**config.mk**
```make
export PLATFORM = sky130hd
export DESIGN_NAME = proc_dmem_arb
export DESIGN_NICKNAME = d
export VERILOG_FILES = /design/src/rtl/proc_dmem_arb.sv
export SDC_FILE = /design/constraint.sdc
export NUM_CORES = 1
export LEC_CHECK = 0
export CAP_MARGIN = 0
export CORE_MARGIN = 3
export CORE_UTILIZATION = 41
export CTS_BUF_LIST = sky130_fd_sc_hd__clkbuf_16
export CTS_CLUSTER_DIAMETER = 60
export DETAILED_ROUTE_END_ITERATION = 12
export PLACE_DENSITY_LB_ADDON = 0.1
export RECOVER_POWER = 50
export SLEW_MARGIN = 40
export SYNTH_ARGS = -nofsm -noshare
export SYNTH_HDL_FRONTEND = slang
export SYNTH_SLANG_ARGS = --single-unit
```
**constraint.sdc**
```tcl
create_clock -name clk -period 3.1 [get_ports clk]
set_input_delay 0.465 -clock clk [delete_from_list [all_inputs] [get_ports clk]]
set_output_delay 0.465 -clock clk [all_outputs]
set_load 0.1 [all_outputs]
```
**src/rtl/proc_dmem_arb.sv**
```systemverilog
// Data-memory port arbiter: processor M-stage vs. buffered external requests, with bounded wait.
// Optional stall/conflict counters are built when PROC_DMEM_ARB_STATS_EN is defined.
module proc_dmem_arb #(
    parameter int MAX_WAIT = 4
) (
    input  logic        clk,
    input  logic        rst,
    input  logic        proc_req_val,
    input  logic        proc_req_type,
    input  logic [31:0] proc_req_addr,
    input  logic [31:0] proc_req_wdata,
    output logic [31:0] proc_resp_rdata,
    output logic        proc_stall,
    input  logic        ext_req_val,
    output logic        ext_req_rdy,
    input  logic        ext_req_type,
    input  logic [31:0] ext_req_addr,
    input  logic [31:0] ext_req_wdata,
    output logic        ext_resp_val,
    output logic [31:0] ext_resp_rdata,
    output logic        mem_req_val,
    output logic        mem_req_type,
    output logic [31:0] mem_req_addr,
    output logic [31:0] mem_req_wdata,
    input  logic [31:0] mem_resp_rdata
`ifdef PROC_DMEM_ARB_STATS_EN
    ,
    output logic [31:0] stat_conflicts,
    output logic [31:0] stat_stalls
`endif
);

    // state  | meaning
    // IDLE   | no external request held; ready to accept one
    // WAIT   | external request held, waiting for the memory port
    // RESP   | external response presented for one cycle
    localparam logic [1:0] S_IDLE = 2'd0;
    localparam logic [1:0] S_WAIT = 2'd1;
    localparam logic [1:0] S_RESP = 2'd2;

    localparam int WCW = (MAX_WAIT > 0) ? $clog2(MAX_WAIT + 1) : 1;
    localparam logic [WCW-1:0] WAIT_MAX = WCW'(MAX_WAIT);

    logic [1:0]     state_q, state_d;
    logic [WCW-1:0] wait_cnt_q, wait_cnt_d;
    logic           hold_type_q, hold_type_d;
    logic [31:0]    hold_addr_q, hold_addr_d;
    logic [31:0]    hold_wdata_q, hold_wdata_d;
    logic [31:0]    ext_rdata_q, ext_rdata_d;

    logic in_wait, at_limit, ext_grant, ext_accept;

    assign in_wait    = (state_q == S_WAIT);
    assign at_limit   = (wait_cnt_q == WAIT_MAX);
    assign ext_grant  = in_wait & (!proc_req_val | at_limit);
    assign proc_stall = in_wait & at_limit & proc_req_val;

    // Ready is held low while reset is asserted, not just after the state resets.
    assign ext_req_rdy     = rst & (state_q == S_IDLE);
    assign ext_accept      = ext_req_val & ext_req_rdy;
    assign ext_resp_val    = (state_q == S_RESP);
    assign ext_resp_rdata  = ext_rdata_q;
    assign proc_resp_rdata = mem_resp_rdata;

    always_comb begin
        mem_req_val   = 1'b0;
        mem_req_type  = 1'b0;
        mem_req_addr  = 32'h0;
        mem_req_wdata = 32'h0;
        if (ext_grant) begin
            mem_req_val   = 1'b1;
            mem_req_type  = hold_type_q;
            mem_req_addr  = hold_addr_q;
            mem_req_wdata = hold_wdata_q;
        end else if (proc_req_val && !proc_stall && rst) begin
            mem_req_val   = 1'b1;
            mem_req_type  = proc_req_type;
            mem_req_addr  = proc_req_addr;
            mem_req_wdata = proc_req_wdata;
        end
    end

    always_comb begin
        state_d      = state_q;
        wait_cnt_d   = wait_cnt_q;
        hold_type_d  = hold_type_q;
        hold_addr_d  = hold_addr_q;
        hold_wdata_d = hold_wdata_q;
        ext_rdata_d  = ext_rdata_q;
        case (state_q)
            S_IDLE: begin
                if (ext_accept) begin
                    hold_type_d  = ext_req_type;
                    hold_addr_d  = ext_req_addr;
                    hold_wdata_d = ext_req_wdata;
                    wait_cnt_d   = '0;
                    state_d      = S_WAIT;
                end
            end
            S_WAIT: begin
                if (ext_grant) begin
                    ext_rdata_d = hold_type_q ? 32'h0 : mem_resp_rdata;
                    state_d     = S_RESP;
                end else if (!at_limit) begin
                    wait_cnt_d = wait_cnt_q + WCW'(1);
                end
            end
            S_RESP:  state_d = S_IDLE;
            default: state_d = S_IDLE;
        endcase
    end

    always_ff @(posedge clk or negedge rst) begin
        if (!rst) begin
            state_q      <= S_IDLE;
            wait_cnt_q   <= '0;
            hold_type_q  <= 1'b0;
            hold_addr_q  <= 32'h0;
            hold_wdata_q <= 32'h0;
            ext_rdata_q  <= 32'h0;
        end else begin
            state_q      <= state_d;
            wait_cnt_q   <= wait_cnt_d;
            hold_type_q  <= hold_type_d;
            hold_addr_q  <= hold_addr_d;
            hold_wdata_q <= hold_wdata_d;
            ext_rdata_q  <= ext_rdata_d;
        end
    end

`ifdef PROC_DMEM_ARB_STATS_EN
    logic [31:0] conflicts_q, stalls_q;

    always_ff @(posedge clk or negedge rst) begin
        if (!rst) begin
            conflicts_q <= 32'h0;
            stalls_q    <= 32'h0;
        end else begin
            if (in_wait && proc_req_val) conflicts_q <= conflicts_q + 32'd1;
            if (proc_stall)              stalls_q    <= stalls_q + 32'd1;
        end
    end

    assign stat_conflicts = conflicts_q;
    assign stat_stalls    = stalls_q;
`endif

endmodule
```
### Word level (Yosys, flattened, before mapping)

Cells that the tools add are included.

| cells by class | value |
|---|---|
| add/subtract/negate cells | 1 |
| multiply operators | 0 |
| div/mod/pow operators | 0 |
| order comparisons | 0 |
| equal/unequal tests | 7 |
| shift operators | 0 |
| multiplexer cells | 16 |
| bitwise logic cells | 6 |
| reduce and logical (&&, ||, !) cells | 10 |

Operators by type and width:

| cell | number |
|---|---|
| 2-to-1 mux 32 bit | 5 |
| 2-to-1 mux 3 bit | 3 |
| inequality test 2 bit, second input constant | 3 |
| case mux 3 bit (2 select lines) | 1 |
| AND reduction 2 bit | 3 |
| AND 1 bit | 5 |
| 2-to-1 mux 1 bit | 4 |
| 2-to-1 mux 2 bit | 2 |
| case mux 2 bit (2 select lines) | 1 |
| AND reduction 4 bit | 1 |
| adder 3 x 1 -> 3 bit, second input constant | 1 |
| equality test 3 bit, second input constant | 1 |
| equality test 2 x 1 -> 1 bit, second input constant | 1 |
| equality test 2 bit, second input constant | 1 |
| logical AND 1 bit | 2 |
| logical NOT 1 bit | 2 |
| logical NOT 2 bit | 1 |
| inequality test 2 x 1 -> 1 bit, second input constant | 1 |
| nonzero test 2 bit | 1 |
| bitwise OR 1 bit | 1 |

| word-level totals | value |
|---|---|
| register bits after elaboration | 102 |
| bits in latches | 0 |
| bits in writable memories | 0 |
| memory bits (read-only) | 0 |
| bits of input ports | 166 |
| output and inout port bits | 133 |
| memories | 0 |

### Depth between registers and ports, before layout

Gate-level depths: netlist of run 1.

| depth | value |
|---|---|
| word-level depth | 8 |
| mapped depth | 8 |
| depth with buffers taken out | 5 |

### Worst setup path after synthesis of run 1

Ideal clock, no wire load.

| path | value |
|---|---|
| path type | register -> output |
| start point | register state_q[1] |
| end point | output ext_req_rdy |
| data arrival time | 2.657 ns |
| data required time | 2.635 ns |
| path slack | -0.022 ns |
| stages on the path, launching flop included | 2 |
| cells stage by stage | dfrtp_1 > nor3b_1 |

| between the ends | value |
|---|---|
| longest elaborated chain between the ends | 2 |

RTL lines:

| what | RTL line | RTL |
|---|---|---|
| from (decl) | 44 | `logic [1:0] state_q, state_d;` |
| from (signal assigned) | 122 | `state_q <= state_d;` |
| logical NOT 2 bit | 59 | `assign ext_req_rdy = rst & (state_q == S_IDLE);` |
| AND 1 bit | 59 |  |
| to (decl) | 15 | `output logic ext_req_rdy,` |

Every way passes these cells.

### Final worst setup path of run 1

| path | value |
|---|---|
| start point | register wait_cnt_q[0] |
| end point | output mem_req_wdata[7] |

| between the ends | value |
|---|---|
| longest elaborated chain between the ends | 8 |
| elaborated cells on any way between the ends | 10 |
| those cells by class | 1 x eq/ne; 2 x mux; 4 x bitwise; 3 x reduce/logical |

RTL lines:

| what | RTL line | RTL |
|---|---|---|
| from (decl) | 45 | `logic [WCW-1:0] wait_cnt_q, wait_cnt_d;` |
| from (signal assigned) | 123 | `wait_cnt_q <= wait_cnt_d;` |
| equality test 3 bit (*) | 54 | `assign at_limit = (wait_cnt_q == WAIT_MAX);` |
| AND 1 bit (2 in a row) | 56 | `assign proc_stall = in_wait & at_limit & proc_req_val;` |
| logical NOT 1 bit | 75 | `end else if (proc_req_val && !proc_stall && rst) begin` |
| logical AND 1 bit (2 in a row) | 75 |  |
| 2-to-1 mux 32 bit | 75 |  |
| 2-to-1 mux 32 bit (*) | 70 | `if (ext_grant) begin` |
| to (decl) | 24 | `output logic [31:0] mem_req_wdata,` |

Mark *: on every way between the ends. The rest lies on a longest branch, timed or not.

==> results of run 1 <==
final cells by class:
type / count / share of cell area [%]
clock buffers: 9 / 2.63
clock inverters: 7 / 1.04
inverters: 3 / 0.132
multi-input cells: 220 / 24.7
flip-flops and latches: 102 / 29.8
well taps: 168 / 2.46
repair buffers: 309 / 39.2
power by group through the flow:
| stage | Clock, mW | Sequential, mW | Combinational [mW] |
|---|---|---|---|
| 6_report | 1.20 | 2.07 | 4.12 |
| 5_1_grt | 1.29 | 2.13 | 4.25 |
| 4_1_cts | 1.23 | 2.08 | 4.39 |
| 3_5_place_dp | 0 | 2.10 | 4.37 |
| 3_3_place_gp | 0 | 2.08 | 4.33 |
| 2_1_floorplan | 0 | 3.52 | 1.68 |
cells in the final DEF, fill, tap and decap left out, types with 2 or more instances in the layout:
master,n
mux2_1,8
buf_4,6
nand2_1,5
dfrtp_1,102
ha_1,2
nor2_1,2
o21ai_0,2
nor2b_1,33
mux2_4,10
mux2_2,79
bufinv_16,2
a22o_1,65
inv_1,4
clkbuf_1,67
clkdlybuf4s50_1,164
buf_12,70
clkbuf_16,9
critical path, delay by kind of cell, from the launching register on:
kind / cells / cell delay (ns)
AO/OA/AOI/OAI: 2 / 0.53
adder cells (fa/ha/maj): 1 / 0.24
buffers and inverters: 3 / 0.67
flip-flops: 1 / 0.42
AND/OR/NAND/NOR: 1 / 0.18
final timing paths:
kind / startpoint / slack (ns) / to / cells after the start
worst max-delay path: wait_cnt_q[0] / 0.24 / mem_req_wdata[7] / 7
worst min-delay path: rst / 0.49 / wait_cnt_q[2] / 2
worst max register to register: state_q[1] / 0.72 / hold_wdata_q[27] / 3
worst min register to register: hold_wdata_q[23] / 0.49 / hold_wdata_q[23] / 1
min in group clk: hold_wdata_q[23] / 0.49 / hold_wdata_q[23] / 1
max in group asynchronous: rst / 0.68 / hold_wdata_q[8] / 4
per-stage QoR:
stage                     hold WS [ns]  setup WS, ns  utilization [%]  cells  power, mW
final                            0.491         0.238             70.7    818       7.39
after global routing             0.491        0.0654             70.7    818       7.67
after CTS                        0.486         0.207             73.0    818       7.70
after detailed placement         0.309         0.441             70.4    801       6.48
after global placement           0.309         0.499             70.4    801       6.41
after floorplan                  0.169         0.615                -    386       5.21
logic make-up after synthesis:
| logic type | after synthesis | synth area share [%] |
|---|---|---|
| DFF | 102 | 49.9 |
| AOI/OAI and AO/OA | 72 | 12.1 |
| muxes | 98 | 22.9 |
| adders and majority gates | 2 | 0.489 |
| buffers and inverters | 64 | 8.73 |
| and+or+nand+nor | 48 | 5.92 |
per-layer routing:
metal | global-route usage [%] | routed length, um
met5 | 0 | 0
met4 | 5.93 | 322
met1 | 24.6 | 5720
met2 | 41.8 | 8430
met3 | 7.40 | 1160
timing repair:
action / in CTS / in global routing
resized for setup: 0 / 0
hold buffers: 1 / 0
hold endpoints to repair: 5 / 0
state kept, by name, summed over array words and instances, names as in the netlist:
name            flops
hold_wdata_q       32
ext_resp_rdata     32
hold_addr_q        32
state_q             2
wait_cnt_q          3
hold_type_q         1
==> impl_metrics.yaml, run 1 <==
status:
  outcome: "complete, no violations"
critical_path:
  cp-start-kind: "flop"
  worstPathArrival_ns: 2.40
  path_cells: "inv_1, ha_1, nand2_1, a21boi_4, clkbuf_1, a22o_1, buf_12"
  slowest_stage: "dfrtp_1"
  crit_required_ns: 2.63
  end_kind: "output port"
  critPathMaxFanout: 11
  cp_slowest_stage_delay_ns: 0.42
  path_class: "flop to output port"
synthesis:
  ys_warn_count: 0
  synth_edf_count: 0
  syn-cell-area_um2: 5120
  ys_top_cells_by_area: "dfrtp_1 50%, mux2_2 17%, a22o_1 11%, mux2_4 5.3%, buf_4 5.0%"
  syn_nets: 554
  synth_cell_type_count: 28
  ys.flop_type: "dfrtp_1"
  synthArstFlopShare_pct: 100
  synth_top_area_share_pct: 49.9
  synth_seq_cells: 102
  yosysTopAreaCell: "dfrtp_1"
  syn_avg_cell_area_um2: 13.3
  syn_inst: 386
  seq_area_frac_synth_pct: 49.9
  synth.most_common_cell: "dfrtp_1"
  synth_commonest_cells: "102 x dfrtp_1, 79 x mux2_2, 65 x a22o_1"
route:
  wl_per_cell_um: 19.1
  drt_iter0_drc: 165
  drc: 0
  viasPerCell: 5.00
  dr.pass1.iters: 4
  vias: 4086
  ant_nets: 0
  drt-total-wl_mm: 15.6
pwr:
  max-vdd-ir-drop_v: 0.000418
  p_per_area_nw_per_um2: 864
  power.internal_mw: 3.64
  power.net_switching_mw: 3.75
  clockPowerShare_pct: 16.2
  comb_power_share_pct: 55.8
  power.leakage_nw: 3.58
  switching_share_pct: 50.8
  p_seq_share_pct: 28.0
global_route:
  overflow: 0
  antenna_found_initial: 0
  grt_pass1_vias: 4534
  gr-usage-all-layers_pct: 22.5
  grt_pass1_wl_mm: 24.8
  grt_max_degree: 55
sta:
  period_share_pct: 92.3
  hold_viol: 0
  finalClockSkew_ns: 0.00728
  rsz0062_at_grt: "false"
  finalSetupViolCount: 0
  drv_slew: 0
  worstMarginPinSlew_ns: 1.23
  clock.fmax_mhz: 349
  relSlewSlack_pct: 18.5
  min_period_ns: 2.86
  setup_tns_ns: 0
cells_and_area:
  seqCellArea_um2: 2550
  n_antenna_cell: 0
  syn_to_final_growth_pct: 67.3
  fillerInstances: 947
  nets: 813
  drive_gt1_share_pct: 28.5
  multi_input_area_um2: 2110
  design_area_um2: 8560
floorplan:
  std_cell_rows: 40
  die_x_um: 118
  io_pins: 299
  initial_core_util_pct: 42.2
  die_area_um2: 13900
  coreArea_um2: 12100
  die_h_um: 118
place:
  port_buffers: 298
  gp_congestion: 0.758
  placed_area_um2: 8520
  hpwl_mm: 12.0
cts:
  cts_buffers: 9
  cts_root_buffer: "clkbuf_16"
  htreeDepth: 3
  cts_sinks: 102
  path_clk_slew_ns: 0.07
  postCtsSetupRepairBufs: 0
  tritoncts: "done"
  clock_path_buffers: 2
  clkLatencyLatePin_ns: 0.34
worst_hold_path:
  hp-class: "primary input to async pin"
run:
  maxCapViolCount: 0
(Power assumes the default switching activity.)
==> run 2, diff against run 1 <==
CORE_UTILIZATION = 42   (was 41)
CTS_BUF_LIST = sky130_fd_sc_hd__clkbuf_8   (was sky130_fd_sc_hd__clkbuf_16)
SLEW_MARGIN = 20   (was 40)
==> impl_metrics.yaml, run 2 (synthesis gave the netlist of run 1 again) <==
route:
  dr.pass1.iters: 4
  wl_met1_mm: 5.61
  ant_nets: 0
  vias: 4064
  wl_met3_mm: 1.01
  met2_length_mm: 8.18
  drc: 0
  viasPerCell: 5.14
  wl_per_cell_um: 19.1
  drt-total-wl_mm: 15.1
  drt_iter0_drc: 144
  routed.top_layer: "met4"
critical_path:
  reg2reg_depth: 3
  crit-reg2reg-capture: "hold_addr_q[14]"
  worstPathArrival_ns: 2.37
  cp_slowest_stage_delay_ns: 0.42
  path_class: "flop to output port"
  r2r_slack_ns: 0.93
  cp-start-kind: "flop"
  r2r_start: "state_q[1]"
  path_cells: "inv_1, ha_1, nand2_1, a21boi_4, buf_4, a22o_1, buf_12"
  crit_required_ns: 2.63
  end_kind: "output port"
  critPathMaxFanout: 38
  slowest_stage: "dfrtp_1"
floorplan:
  std_cell_rows: 39
  die_h_um: 116
  initial_core_util_pct: 43.9
  die_area_um2: 13500
  coreArea_um2: 11700
  io_pins: 299
  die_x_um: 116
place:
  hpwl_mm: 11.8
  port_buffers: 298
  gp_congestion: 0.769
cts:
  cts_root_buffer: "clkbuf_8"
  htreeDepth: 3
  postCtsHoldBufs: 0
  clkLatencyLatePin_ns: 0.36
  path_clk_slew_ns: 0.10
  clock_path_buffers: 2
  cts-resized-gates: 0
  cts_sinks: 102
  postCtsSetupRepairBufs: 0
  cts_buffers: 9
  tritoncts: "done"
pwr:
  p_seq_share_pct: 29.4
  switching_share_pct: 53.2
  max-vdd-ir-drop_v: 0.000365
  p_per_area_nw_per_um2: 827
  power.net_switching_mw: 3.72
  clockPowerShare_pct: 11.5
  power.leakage_nw: 3.57
  power.internal_mw: 3.27
  p_total_mw: 6.99
  comb_power_share_pct: 59.1
status:
  outcome: "complete, no violations"
global_route:
  grt_pass1_vias: 4291
  gr-usage-all-layers_pct: 21.1
  overflow: 0
  antenna_found_initial: 0
  grt_max_degree: 62
  grt_pass1_wl_mm: 22.4
worst_hold_path:
  worstHoldStart: "hold_wdata_q[18]"
  min_path_cells: 1
  hp-class: "flop to flop"
  whs_endpoint: "hold_wdata_q[18]"
sta:
  setup_tns_ns: 0
  hold_viol: 0
  worstMarginPinSlew_ns: 1.29
  relSlewSlack_pct: 14.1
  finalSetupViolCount: 0
  drv_slew: 0
  min_period_ns: 2.84
  period_share_pct: 91.5
  rsz0062_at_grt: "false"
  clock.fmax_mhz: 353
  finalClockSkew_ns: 0.00676
cells_and_area:
  n_antenna_cell: 0
  nets: 811
  syn_to_final_growth_pct: 65.0
  drive_gt1_share_pct: 31.2
  final_common_cell: "clkdlybuf4s50_1"
  mostFrequentLayoutCells: "164 x clkdlybuf4s50_1, 102 x dfrtp_1, 79 x mux2_2"
run:
  maxCapViolCount: 0
==> run 2: cell count changes in the layout (fill, tap and decap cells not counted), moves of 2 or more <==
cell	delta
clkbuf_8	+10
clkbuf_16	-9
clkinv_4	+3
clkbuf_1	-15
bufinv_16	-2
buf_4	+13
==> run 2: per-stage QoR <==
stage	cells	cell area (um2)	hold WS (ns)	utilization, %	worst slack, ns
2_1_floorplan	386	5120	0.169	-	0.615
3_3_place_gp	775	8480	0.488	72.7	0.488
3_5_place_dp	775	8480	0.497	72.7	0.388
4_1_cts	791	8670	0.261	74.4	0.257
5_1_grt	791	8440	0.527	72.4	0.116
6_report	791	8440	0.510	72.4	0.265
==> run 2: worst max path at each step <==
stage	end	slack (ns)	depth (start not counted)	from
CTS	mem_req_addr[7]	0.26	7	wait_cnt_q[0]
floorplan	mem_req_addr[29]	0.61	8	wait_cnt_q[0]
finish	mem_req_addr[17]	0.26	7	wait_cnt_q[0]
detailed placement	mem_req_wdata[20]	0.39	6	proc_req_val
global route	mem_req_addr[17]	0.12	7	wait_cnt_q[0]
global placement	mem_req_wdata[22]	0.49	6	proc_req_val
==> run 2: power by group through the flow <==
stage                     logic (mW)  registers [mW]  clock network, mW
after floorplan                 1.68            3.52                  0
after global placement          4.32            2.07                  0
after detailed placement        4.37            2.09                  0
after CTS                       4.37            2.07              0.837
after global routing            4.25            2.12              0.874
final                           4.13            2.06              0.805
==> run 2: per-layer routing <==
metal | vias up | track usage, %
met5 | - | 0
met4 | 0 | 6.26
met3 | 22 | 4.30
met2 | 178 | 39.3
met1 | 1984 | 24.4
li1 | 1880 | -
==> run 2: layout make-up <==
type | count | area [um2]
clock buffer | 10 | 138
clock inverter | 6 | 53.8
fill | 858 | 3220
inverter | 3 | 11.3
multi-input combinational | 220 | 2120
sequential | 102 | 2550
tap | 143 | 179
timing repair buffer | 307 | 3390
==> run 2: worst max-delay path, delay by kind of cell, from the launching register on <==
kind            cells  cell delay (ns)
compound gates      2             0.51
fa+ha+maj           1             0.24
buf+inv             3             0.66
simple gates        1             0.17
flops               1             0.42
==> run 3, diff against run 2 <==
TNS_END_PERCENT = 10   (was not set)
==> results of run 3 <==
The final DEF is identical to that of run 2; final timing and power are the same.
